==> config.mk <==
export PLATFORM = sky130hd
export DESIGN_NAME = mcu_apb_bridge
export DESIGN_NICKNAME = d
export VERILOG_FILES = /design/src/rtl/mcu_apb_pkg.sv /design/src/rtl/mcu_apb_bridge.sv
export SDC_FILE = /design/constraint.sdc
export NUM_CORES = 1
export LEC_CHECK = 0
export ABC_AREA = 1
export BUFFER_PORTS_ARGS = -buffer_cell sky130_fd_sc_hd__buf_2
export CORE_UTILIZATION = 45
export CTS_CLUSTER_SIZE = 24
export DETAILED_ROUTE_END_ITERATION = 12
export PLACE_DENSITY = 0.7
export SLEW_MARGIN = 25
export SYNTH_ARGS = -nofsm -noshare
export SYNTH_HDL_FRONTEND = slang
export SYNTH_SLANG_ARGS = --single-unit
==> constraint.sdc <==
create_clock -name cpuclk -period 1.7 [get_ports cpuclk]
set_input_delay 0.255 -clock cpuclk [delete_from_list [all_inputs] [get_ports cpuclk]]
set_output_delay 0.255 -clock cpuclk [all_outputs]
set_load 0.005 [all_outputs]
==> src/rtl/mcu_apb_pkg.sv <==
// Shared types and constants for the 8051 EMIF to APB bridge.
package mcu_apb_pkg;

    typedef enum logic [2:0] {
        ST_IDLE     = 3'd0,
        ST_SETUP    = 3'd1,
        ST_ACCESS   = 3'd2,
        ST_ACK      = 3'd3,
        ST_WAIT_REL = 3'd4
    } state_e;

    localparam logic [1:0] LANE0 = 2'd0;
    localparam logic [1:0] LANE1 = 2'd1;
    localparam logic [1:0] LANE2 = 2'd2;
    localparam logic [1:0] LANE3 = 2'd3;

    localparam int TO_MAX_DEF = 255;

endpackage

==> src/rtl/mcu_apb_bridge.sv <==
// 8051 byte-bus to 32-bit APB master bridge: byte writes gather in a shadow and
// issue on lane 3; lane-0 reads fetch a word, lanes 1-3 are served from the read shadow.
module mcu_apb_bridge
    import mcu_apb_pkg::*;
#(
    parameter int ADDR_W = 20,
    parameter int TO_MAX = TO_MAX_DEF,
    parameter int TO_W   = 8
) (
    input  logic              cpuclk,
    input  logic              rst,
    input  logic [22:0]       memaddr,
    input  logic [7:0]        memdatao,
    input  logic              memrd,
    input  logic              memwr,
    output logic              memack,
    output logic [7:0]        memdatai,
    input  logic              err_clr,
    output logic              timeout_err,
    output logic [ADDR_W-1:0] paddr,
    output logic              pwrite,
    output logic [31:0]       pwdata,
    output logic              psel,
    output logic              penable,
    input  logic [31:0]       prdata,
    input  logic              pready
);

    state_e              state_q;
    logic                memack_q;
    logic [7:0]          memdatai_q;
    logic                timeout_err_q;
    logic [ADDR_W-1:0]   paddr_q;
    logic                pwrite_q;
    logic [31:0]         pwdata_q;
    logic                psel_q;
    logic                penable_q;
    logic [23:0]         wshadow_q;
    logic [23:0]         wshadow_d;
    logic [31:0]         rshadow_q;
    logic [7:0]          rbyte_d;
    logic [TO_W-1:0]     count_q;
    logic [ADDR_W-1:0]   paddr_d;
    logic [1:0]          lane;
    logic                unused_addr;

    assign lane        = memaddr[1:0];
    assign paddr_d     = {{(ADDR_W-11){1'b0}}, memaddr[10:2], 2'b00};
    assign unused_addr = ^memaddr[22:11];

    // Byte 3 never lands in the write shadow; it goes straight into pwdata.
    always_comb begin
        wshadow_d = wshadow_q;
        case (lane)
            LANE0:   wshadow_d[7:0]   = memdatao;
            LANE1:   wshadow_d[15:8]  = memdatao;
            LANE2:   wshadow_d[23:16] = memdatao;
            default: wshadow_d        = wshadow_q;
        endcase
    end

    always_comb begin
        rbyte_d = rshadow_q[7:0];
        case (lane)
            LANE1:   rbyte_d = rshadow_q[15:8];
            LANE2:   rbyte_d = rshadow_q[23:16];
            LANE3:   rbyte_d = rshadow_q[31:24];
            default: rbyte_d = rshadow_q[7:0];
        endcase
    end

    always_ff @(posedge cpuclk) begin
        if (rst) begin
            state_q       <= ST_IDLE;
            memack_q      <= 1'b0;
            memdatai_q    <= 8'h00;
            timeout_err_q <= 1'b0;
            paddr_q       <= '0;
            pwrite_q      <= 1'b0;
            pwdata_q      <= 32'h0;
            psel_q        <= 1'b0;
            penable_q     <= 1'b0;
            wshadow_q     <= 24'h0;
            rshadow_q     <= 32'h0;
            count_q       <= '0;
        end else begin
            // A timeout later in this block overrides the clear.
            if (err_clr) timeout_err_q <= 1'b0;
            case (state_q)
                ST_IDLE: begin
                    if (memwr) begin
                        if (lane == LANE3) begin
                            pwdata_q <= {memdatao, wshadow_q};
                            pwrite_q <= 1'b1;
                            paddr_q  <= paddr_d;
                            psel_q   <= 1'b1;
                            state_q  <= ST_SETUP;
                        end else begin
                            wshadow_q <= wshadow_d;
                            memack_q  <= 1'b1;
                            state_q   <= ST_ACK;
                        end
                    end else if (memrd) begin
                        if (lane == LANE0) begin
                            pwrite_q <= 1'b0;
                            paddr_q  <= paddr_d;
                            psel_q   <= 1'b1;
                            state_q  <= ST_SETUP;
                        end else begin
                            memdatai_q <= rbyte_d;
                            memack_q   <= 1'b1;
                            state_q    <= ST_ACK;
                        end
                    end
                end
                ST_SETUP: begin
                    penable_q <= 1'b1;
                    count_q   <= '0;
                    state_q   <= ST_ACCESS;
                end
                ST_ACCESS: begin
                    if (pready) begin
                        if (!pwrite_q) begin
                            rshadow_q  <= prdata;
                            memdatai_q <= prdata[7:0];
                        end
                        psel_q    <= 1'b0;
                        penable_q <= 1'b0;
                        memack_q  <= 1'b1;
                        state_q   <= ST_ACK;
                    end else if (count_q == TO_W'(TO_MAX)) begin
                        timeout_err_q <= 1'b1;
                        if (!pwrite_q) begin
                            rshadow_q  <= 32'hFFFF_FFFF;
                            memdatai_q <= 8'hFF;
                        end
                        psel_q    <= 1'b0;
                        penable_q <= 1'b0;
                        memack_q  <= 1'b1;
                        state_q   <= ST_ACK;
                    end else begin
                        count_q <= count_q + 1'b1;
                    end
                end
                ST_ACK: begin
                    memack_q <= 1'b0;
                    state_q  <= ST_WAIT_REL;
                end
                ST_WAIT_REL: begin
                    if (!memrd && !memwr) state_q <= ST_IDLE;
                end
                default: begin
                    psel_q    <= 1'b0;
                    penable_q <= 1'b0;
                    memack_q  <= 1'b0;
                    state_q   <= ST_IDLE;
                end
            endcase
        end
    end

    assign memack      = memack_q;
    assign memdatai    = memdatai_q;
    assign timeout_err = timeout_err_q;
    assign paddr       = paddr_q;
    assign pwrite      = pwrite_q;
    assign pwdata      = pwdata_q;
    assign psel        = psel_q;
    assign penable     = penable_q;

endmodule

==> results by group, run 1 <==
Floorplanning
  • Die Span Y: 109.0 um
  • Initial Utilization: 46.92%
  • IO Pins: 134
  • Core ar.: 10,980 um2
  • Die area: 11,880 um2
  • Die width: 109.0 um
  • Std cell rows: 38

Clock network
  • Register clock-pin slew on the reported worst setup and hold paths: 0.06 ns
  • CTS tree: yes
  • Total CTS buffers: 17
  • Clk buf depth: 2
  • Worst-Skew Late Latency: 0.41 ns
  • H-tree levels: 4
  • Sink Count: 121
  • Root Driver: clkbuf_16

Layout
  • Share of layout cells above drive strength 1: 24.89%
  • Ant diodes: 0
  • Fill count: 987
  • Cell Count, Final, Fillers Out: 1,016
  • Design Area, Final: 6800 um2
  • Fin nets: 933
  • Layout area overhead: 31.95%

Hold path
  • HP Class: input port to register
  • Hold Crit Depth: 3

Routing
  • Number of remaining DRC errors: 0
  • Routed length per instance: 13.31 um
  • DR iter-0 viols: 363
  • Drt total wl: 13.52 mm
  • Vias: 5,074
  • Drt first pass iters: 5
  • Vias per cell: 4.994
  • Post-route ant nets: 0

Power and ir drop
  • Clock share of power: 37.8%
  • Pwr Density: 1479 nW/um2
  • Share of power burned in registers: 35.7%
  • Logic pwr share: 26.5%
  • Cell Int Power: 0.006915 W
  • P_sw: 0.003144 W
  • Static leakage: 3.019 nW
  • Maximum vdd drop: 0.7481 mV
  • Switching part of the total: 31.25%

Synthesis
  • Top post-synthesis cells by area: dfxtp_1 (47%), nor2_1 (15%), o21ai_0 (8.2%)
  • XOR/XNOR Fraction of Synth Area: 0.1699%
  • FF+latch count, synth: 121
  • Distinct cell type count after synthesis: 30
  • Synthesized area per cell: 7.109 um2
  • Top cell type by total area after synthesis: dfxtp_1
  • Synth Instances: 725
  • Share of the synthesized area in the top cell type: 47.00%
  • Seq/Total Area, Yosys: 47.00%
  • Synth Area in Compound Gates: 13.52%
  • Fraction of the mapped netlist area in adder cells: 0.2428%
  • Largest family of logic cells by synthesized area: simple AND/OR/NAND/NOR gates
  • Synth Area in Simple Gates: 31.51%
  • Synthesized area: 5154 um2
  • Synth Warn #: 0
  • Mux share of post-synthesis cell area: 0%

Timing
  • Max frequency: 589.5 MHz
  • Measured slew at the worst slew-check pin: 0.6123 ns
  • RSZ-0062 raised after global routing: true
  • Max-slew violations: 0
  • Period minus WS final: 1.696 ns
  • Final hold vios: 0
  • Clk_skew: 0.005844 ns
  • Tcrit/Tclk final: 99.79%
  • Slew headroom: 59.03%
  • Final Setup Violations: 0

Global routing
  • Gr ovfl total: 0
  • Total global-route track usage: 22.54%
  • Vias in the first global route: 4,487
  • Largest net degree at the start of global routing: 39
  • Initial antenna violation count: 0
  • Global-route wire length before repair: 20.82 mm

Critical path
  • Crit path kind: register to register
  • Crit path max fanout: 7
  • Startpoint type of the worst setup path: register
  • Internal reg-to-reg setup slack: 0.004 ns
  • Crit path to: rshadow_q[8]$_SDFFE_PP0P_
  • Crit path from: count_q[0]$_SDFFE_PP0P_
  • Crit path capture type: register
  • Start of the worst register-to-register path: count_q[0]$_SDFFE_PP0P_
  • R2R Path End: rshadow_q[8]$_SDFFE_PP0P_
  • R2R depth: 9
  • Worst path arrival time: 2.04 ns
  • Worst Path Required: 2.04 ns

Run status
  • Status: finished, final reports clean

Place
  • GP Congestion: 0.8837
  • # port buffers: 110
  • Placed insts: 969
  • HPWL after DPL: 9.006 mm
  • Dpl cell area: 5948 um2

Run
  • Max cap viols: 0
-- worst max-delay path, stage by stage (launching register included) --
cell and delay [ns]:
dfxtp_2 0.36, ha_4 0.16, nand2_4 0.06, nor2_4 0.12
nand2_2 0.09, nand2_4 0.08, nand3_4 0.17, buf_12 0.20
or2_2 0.28, a21oi_2 0.11
-- worst min-delay path by stage --
stage / from / end / slack [ns]
2_1_floorplan: memdatao[0] / pwdata[24]$_SDFFE_PP0P_ / 0.42
3_3_place_gp: psel$_SDFFE_PP0P_ / psel$_SDFFE_PP0P_ / 0.43
5_1_grt: memaddr[8] / paddr[8]$_SDFFE_PP0P_ / 0.11
3_5_place_dp: psel$_SDFFE_PP0P_ / psel$_SDFFE_PP0P_ / 0.44
4_1_cts: memaddr[8] / paddr[8]$_SDFFE_PP0P_ / 0.09
6_report: memaddr[4] / paddr[4]$_SDFFE_PP0P_ / 0.1
-- repair_timing --
| item | CTS | global route |
|---|---|---|
| resized for setup | 3 | 25 |
| hold buffers | 0 | 0 |
| pin swaps | 1 | 3 |
| endpoints found under the setup margin | 30 | 71 |
| hold endpoints to repair | 0 | 0 |
| cloned | 1 | 4 |
| setup buffers | 2 | 8 |
-- power by group through the flow --
stage,logic [W],registers [W],clock network (W)
floorplan,0.00157,0.00361,0
global placement,0.00230,0.00360,0
finish,0.00267,0.00359,0.00380
detailed placement,0.00236,0.00362,0
CTS,0.00243,0.00357,0.00384
global route,0.00299,0.00364,0.00397
-- cell type report --
type                    instances  area, um2  area share (%)
multi-input cells             535       2465           36.25
flip-flops and latches        121       2427           35.69
repair buffers                148      949.7           13.97
clock buffers                  18      429.2           6.311
clock inverters                14      196.4           2.889
well taps                     140      175.2           2.576
inverters                      39      152.6           2.245
repair inverters                1      5.005         0.07360
-- placed cells by master, fill, tap and decap left out, types with 5 or more instances in the layout --
master	instances
dfxtp_1	119
or2_0	26
inv_1	32
nand2_1	97
o21ai_0	84
clkbuf_16	18
nand2_2	5
nor3_1	6
buf_12	7
conb_1	11
a21oi_1	47
buf_2	111
nand3_1	17
or2_2	5
buf_4	26
nor2_1	207
-- per-layer routing --
metal	up-vias	GRT usage, %	part of all wire, %
li1	2572	-	-
met1	2324	27.63	44
met2	155	37.47	50
met3	23	5.260	4.6
met4	0	10.04	2.1
met5	-	0	0
-- stage by stage --
step | hold WS [ns] | total power, W | TNS, ns | setup slack, ns | utilization [%]
after floorplan | 0.4208 | 0.005170 | 0 | 0.1466 | -
after global placement | 0.4340 | 0.005899 | 0 | 0.001056 | 54.16
after detailed placement | 0.4369 | 0.005981 | -1.139 | -0.08100 | 54.16
after CTS | 0.09411 | 0.009830 | 0 | 0.001402 | 60.26
after global routing | 0.1082 | 0.01060 | -1.025 | -0.07833 | 61.92
final | 0.09868 | 0.01006 | 0 | 0.003559 | 61.92
-- cell families after synthesis --
group | after synthesis
xor gates and xnor gates | 1
adders and majority gates | 1
and+or+nand+nor | 382
other | 1
buffers and inverters | 81
DFF | 121
AOI/OAI and AO/OA | 138
-- cells in the mapped netlist, drive strengths merged --
library cell and n:
nor2 214, dfxtp 121, nand2 105, o21ai 85, a21oi 51, inv 38
or2 33, buf 24, nand3 20, clkbuf 18, nor3 6, nand4 4
a32oi 1, clkinv 1, conb 1, ha 1, o211ai 1, xor2 1
-- sequential cells by signal, summed over array words and instances, names as in the netlist --
register	cells
pwdata	32
memdatai	8
paddr	9
state_q	3
psel	1
pwrite	1
wshadow_q	24
rshadow_q	32
memack	1
count_q	8
penable	1
timeout_err	1
(Power assumes the default switching activity.)
==> run 2, diff against run 1 <==
--- a/config.mk
+++ b/config.mk
@@ -5,7 +5,6 @@
 export SDC_FILE = /design/constraint.sdc
 export NUM_CORES = 1
 export LEC_CHECK = 0
-export ABC_AREA = 1
 export BUFFER_PORTS_ARGS = -buffer_cell sky130_fd_sc_hd__buf_2
 export CORE_UTILIZATION = 45
 export CTS_CLUSTER_SIZE = 24
==> results by group, run 2 <==
Routing
  • Drt total wl: 12.48 mm
  • Vias per cell: 5.336
  • Routed length per instance: 14.41 um
  • Drt first pass iters: 4
  • Vias: 4,621
  • DR iter-0 viols: 265
  • Number of remaining DRC errors: 0
  • Post-route ant nets: 0

Run
  • Max cap viols: 0

Clock network
  • CTS tree: yes
  • CTS Hold Bufs: 0
  • Worst-Skew Late Latency: 0.41 ns
  • Total CTS buffers: 17
  • Clk buf depth: 2
  • Register clock-pin slew on the reported worst setup and hold paths: 0.05 ns
  • Root Driver: clkbuf_16
  • H-tree levels: 4
  • Sink Count: 121

Critical path
  • R2R Path End: paddr[8]$_SDFFE_PP0P_
  • Worst path arrival time: 1.95 ns
  • Crit path max fanout: 8
  • Worst Path Required: 1.99 ns
  • Crit path from: state_q[2]$_SDFFE_PP0P_
  • R2R depth: 5
  • Startpoint type of the worst setup path: register
  • Start of the worst register-to-register path: state_q[2]$_SDFFE_PP0P_
  • Internal reg-to-reg setup slack: 0.05 ns
  • Crit path to: paddr[8]$_SDFFE_PP0P_
  • Crit path capture type: register
  • Crit path kind: register to register

Floorplanning
  • Die area: 11,770 um2
  • Core ar.: 10,940 um2
  • Std cell rows: 38
  • Die Span Y: 108.5 um
  • Die width: 108.5 um
  • IO Pins: 134
  • Initial Utilization: 46.66%

Power and ir drop
  • Logic pwr share: 13.8%
  • Clock share of power: 47.7%
  • Share of power burned in registers: 38.5%
  • Maximum vdd drop: 0.9194 mV
  • Static leakage: 2.824 nW
  • Pwr Density: 1198 nW/um2
  • Cell Int Power: 0.006168 W
  • P_sw: 0.001917 W
  • Switching part of the total: 23.71%

Global routing
  • Largest net degree at the start of global routing: 57
  • Total global-route track usage: 21.87%
  • Gr ovfl total: 0
  • Initial antenna violation count: 0
  • Vias in the first global route: 4,224
  • Global-route wire length before repair: 19.92 mm

Timing
  • Max-slew violations: 0
  • Max frequency: 604.3 MHz
  • Clk_skew: 0.005812 ns
  • Final hold vios: 0
  • Post-route setup TNS: 0 ns
  • RSZ-0062 raised after global routing: true
  • Final Setup Violations: 0
  • Period minus WS final: 1.655 ns
  • Tcrit/Tclk final: 97.35%

Synthesis
  • Synth cell count leaders: dfxtp_1 (121), a21oi_1 (85), nand2_1 (80), nor3_1 (53), clkbuf_1 (35)
  • Most frequent cell after synthesis: dfxtp_1
  • Share of the synthesized area in the top cell type: 47.47%
  • Synthesized area per cell: 8.722 um2
  • Fraction of registers with async set/reset: 0%
  • Top cell type by total area after synthesis: dfxtp_1
  • Post-synth EDFFs: 0
  • Top post-synthesis cells by area: dfxtp_1 (47%), a21oi_1 (8.3%), nand2_1 (5.9%)
  • Post-synth top flop: dfxtp_1
  • FF+latch count, synth: 121
  • Seq/Total Area, Yosys: 47.47%
  • Distinct cell type count after synthesis: 48
  • Synth Instances: 585
  • Synth Warn #: 0
  • Synthesized area: 5102 um2

Hold path
  • HP Class: input port to register

Place
  • GP Congestion: 0.8434
  • # port buffers: 110
  • HPWL after DPL: 8.791 mm

Layout
  • Register Area: 2436 um2
  • Multi-input logic area: 2450 um2
  • Share of layout cells above drive strength 1: 31.27%
  • Most common cell after layout, fill and taps aside: dfxtp_1
  • Ant diodes: 0
  • Finished Core Util: 61.74%
  • Layout area overhead: 32.32%
  • Fin nets: 783
  • Commonest non-fill, non-tap cells in the layout: dfxtp_1 (114), buf_2 (109), a21oi_1 (85)
  • Fill count: 931

Run status
  • Status: finished, final reports clean
-- run 2: changes by cell type after synthesis, moves of 8 or more --
cell      previous run  this run
a21oi_1             51        85
a21oi_2              0         8
a311oi_1             0         8
clkbuf_1            18        35
inv_1               36        11
mux2i_1              0        25
mux4_2               0         8
nand2_1             99        80
nor2_1             209        32
nor3_1               6        53
o21ai_0             84         9
o31ai_1              0        11
or2_0               28         0
-- run 2: per-layer routing --
metal,wire length [um],global-route usage [%],share of wire [%],vias to the layer above
met1,5797,28.19,46,2180
met5,0,0,0,-
met4,232,9.749,1.9,0
met3,560,5.847,4.5,19
met2,5891,34.18,47,123
li1,-,-,-,2299
-- run 2: cells by family after synthesis --
family / synth area share [%]
AND/OR/NAND/NOR: 20.60
AO/OA/AOI/OAI: 16.16
flip-flops: 47.47
buffers and inverters: 6.645
multiplexers: 8.435
adder cells (fa/ha/maj): 0.4414
other: 0.07349
XOR/XNOR: 0.1717
-- run 2: worst min path at each step --
stage | depth (start not counted) | end | startpoint | slack (ns)
floorplan | 2 | pwdata[24]$_SDFFE_PP0P_ | memdatao[0] | 0.39
global placement | 2 | pwdata[10]$_SDFFE_PP0P_ | wshadow_q[10]$_SDFFE_PP0P_ | 0.44
detailed placement | 2 | wshadow_q[7]$_SDFFE_PP0P_ | wshadow_q[7]$_SDFFE_PP0P_ | 0.45
CTS | 3 | paddr[7]$_SDFFE_PP0P_ | memaddr[7] | 0.07
global route | 3 | paddr[10]$_SDFFE_PP0P_ | memaddr[10] | 0.09
finish | 3 | paddr[2]$_SDFFE_PP0P_ | memaddr[2] | 0.08
-- run 2: power by group through the flow --
stage               logic [W]  clock network, W  registers (W)
floorplan            0.000696                 0        0.00314
CTS                   0.00109           0.00392        0.00311
global route          0.00123           0.00404        0.00313
global placement      0.00104                 0        0.00316
finish                0.00111           0.00386        0.00311
detailed placement    0.00107                 0        0.00316
-- run 2: area by class of cell --
type / count / share of cell area [%]
Tap cell: 140 / 2.595
Clock buffer: 26 / 7.543
Sequential cell: 121 / 36.08
Clock inverter: 6 / 1.983
Inverter: 13 / 0.7228
Multi-Input combinational cell: 401 / 36.29
Timing Repair Buffer: 159 / 14.79
-- run 2: repair_timing --
item | CTS | global route
setup endpoints to repair | 28 | 41
buffers inserted | 2 | 0
pin swaps | 0 | 8
resized for setup | 7 | 21
gates cloned | 0 | 1
-- run 2: critical path, cell delays in order, from the launching register on --
cell	delay (ns)
dfxtp_4	0.38
or3_4	0.44
a211oi_4	0.26
buf_6	0.19
mux2i_2	0.21
nor2_1	0.07
-- run 2: through the flow --
stage	setup slack (ns)	instance area [um2]	std cells	hold slack (ns)	power [W]
floorplan	-0.007675	5149	595	0.3910	0.003834
global placement	-0.02407	5993	831	0.4373	0.004195
detailed placement	-0.06711	5993	831	0.4468	0.004227
CTS	0.02384	6676	865	0.06973	0.008123
global route	-0.02057	6751	866	0.08985	0.008395
finish	0.04510	6751	866	0.08487	0.008085
==> run 3, diff against run 2 <==
--- a/config.mk
+++ b/config.mk
@@ -10,6 +10,7 @@
 export CTS_CLUSTER_SIZE = 24
 export DETAILED_ROUTE_END_ITERATION = 12
 export PLACE_DENSITY = 0.7
+export REMOVE_ABC_BUFFERS = 1
 export SLEW_MARGIN = 25
 export SYNTH_ARGS = -nofsm -noshare
 export SYNTH_HDL_FRONTEND = slang
==> results by group, run 3 (synthesized netlist as in run 2, its figures left out) <==
Timing
  • Period minus WS final: 1.635 ns
  • Max frequency: 611.8 MHz
  • Clk_skew: 0.01011 ns
  • Max-slew violations: 0
  • Final hold vios: 0
  • Tcrit/Tclk final: 96.15%
  • Hold_ws: 0.08105 ns
  • Final Setup Violations: 0

Power and ir drop
  • Maximum vdd drop: 0.6237 mV
  • Share of power burned in registers: 38.0%
  • Static leakage: 2.832 nW
  • Cell Int Power: 0.006086 W
  • Logic pwr share: 14.3%
  • P_sw: 0.002064 W
  • Switching part of the total: 25.32%
  • Clock share of power: 47.7%
  • Pwr Density: 1198 nW/um2

Place
  • GP Congestion: 0.8650
  • # port buffers: 110
  • HPWL after DPL: 8.734 mm
  • Placed insts: 833

Routing
  • Drt total wl: 12.91 mm
  • Post-route ant nets: 0
  • Number of remaining DRC errors: 0
  • Routed length per instance: 14.87 um
  • Vias per cell: 5.313
  • Drt first pass iters: 5
  • Vias: 4,612
  • DR iter-0 viols: 273

Layout
  • Cell Count, Final, Fillers Out: 868
  • Layout area overhead: 33.30%
  • Multi-input logic area: 2457 um2
  • Commonest non-fill, non-tap cells in the layout: dfxtp_1 (118), buf_2 (109), a21oi_1 (82)
  • Fill count: 938
  • Most common cell after layout, fill and taps aside: dfxtp_1
  • Fin nets: 785
  • Register Area: 2426 um2
  • Share of layout cells above drive strength 1: 31.73%
  • Ant diodes: 0

Run
  • Max cap viols: 0

Critical path
  • Startpoint type of the worst setup path: register
  • Worst Path Required: 2.04 ns
  • Crit path capture type: register
  • Crit path max fanout: 6
  • Crit path kind: register to register
  • Worst path arrival time: 1.97 ns

Global routing
  • Vias in the first global route: 4,360
  • Total global-route track usage: 22.71%
  • Largest net degree at the start of global routing: 50
  • Gr ovfl total: 0
  • Global-route wire length before repair: 20.85 mm
  • Initial antenna violation count: 0

Floorplanning
  • Die area: 11,770 um2
  • IO Pins: 134
  • Die width: 108.5 um
  • Std cell rows: 38
  • Initial Utilization: 46.66%
  • Core ar.: 10,940 um2
  • Die Span Y: 108.5 um

Clock network
  • CTS Hold Bufs: 0
  • Worst-Skew Late Latency: 0.41 ns
  • Sink Count: 121
  • CTS tree: yes
  • Total CTS buffers: 17
  • Root Driver: clkbuf_16
  • Register clock-pin slew on the reported worst setup and hold paths: 0.06 ns
  • H-tree levels: 4
  • Clk buf depth: 2

Hold path
  • HP Class: input port to register

Run status
  • Status: finished, final reports clean
run 3: layout make-up:
type / instances / area share [%]
flip-flops and latches: 121 / 35.67
clock buffers: 19 / 6.659
clock inverters: 13 / 2.778
repair buffers: 161 / 15.47
well taps: 140 / 2.575
multi-input cells: 401 / 36.13
inverters: 13 / 0.7174
run 3: worst max-delay path, cell delays in order, from the launching register on:
cell     delay, ns
dfxtp_1       0.35
buf_4         0.16
nor4b_4       0.30
o21ai_2       0.13
or4_1         0.47
a21oi_1       0.16
run 3: per-layer routing:
layer / track usage, % / wire length, um / part of all wire (%)
met5: 0 / 0 / 0
met1: 29.08 / 5846 / 45
met3: 4.762 / 562 / 4.4
met2: 36.89 / 6317 / 49
met4: 9.749 / 184 / 1.4
run 3: what timing repair did:
action / CTS / global route
gates cloned: 0 / 1
setup buffers: 0 / 2
pin swaps: 0 / 5
endpoints found under the hold margin: 0 / 0
setup endpoints to repair: 1 / 104
gates resized for setup: 1 / 18
run 3: final timing paths:
kind                                              start                      end  slack [ns]  cells past startpoint
worst min-delay path                         memaddr[9]    paddr[9]$_SDFFE_PP0P_        0.08                      3
worst min register to register  pwdata[24]$_SDFFE_PP0P_  pwdata[24]$_SDFFE_PP0P_        0.45                      2
worst max register to register  state_q[2]$_SDFFE_PP0P_  count_q[7]$_SDFFE_PP0P_        0.07                      5
worst max-delay path            state_q[2]$_SDFFE_PP0P_  count_q[7]$_SDFFE_PP0P_        0.07                      5
run 3: power by group through the flow:
stage	clock [W]	combinational (W)	sequential, W
after floorplan	0	0.000560	0.00315
after global placement	0	0.00108	0.00314
after detailed placement	0	0.00111	0.00315
after CTS	0.00393	0.00112	0.00309
after global routing	0.00406	0.00128	0.00311
final	0.00389	0.00116	0.00310
run 3: metrics by stage:
stage	utilization, %	TNS (ns)	total power, W	setup slack [ns]	instance area, um2
global placement	55.26	0	0.004218	0.05832	6043
detailed placement	55.26	0	0.004260	0.02537	6043
global route	62.20	-0.7546	0.008455	-0.03407	6802
floorplan	-	-60.82	0.003713	-0.8661	4850
CTS	61.17	-0.007312	0.008140	-0.004268	6689
finish	62.20	0	0.008149	0.06541	6802
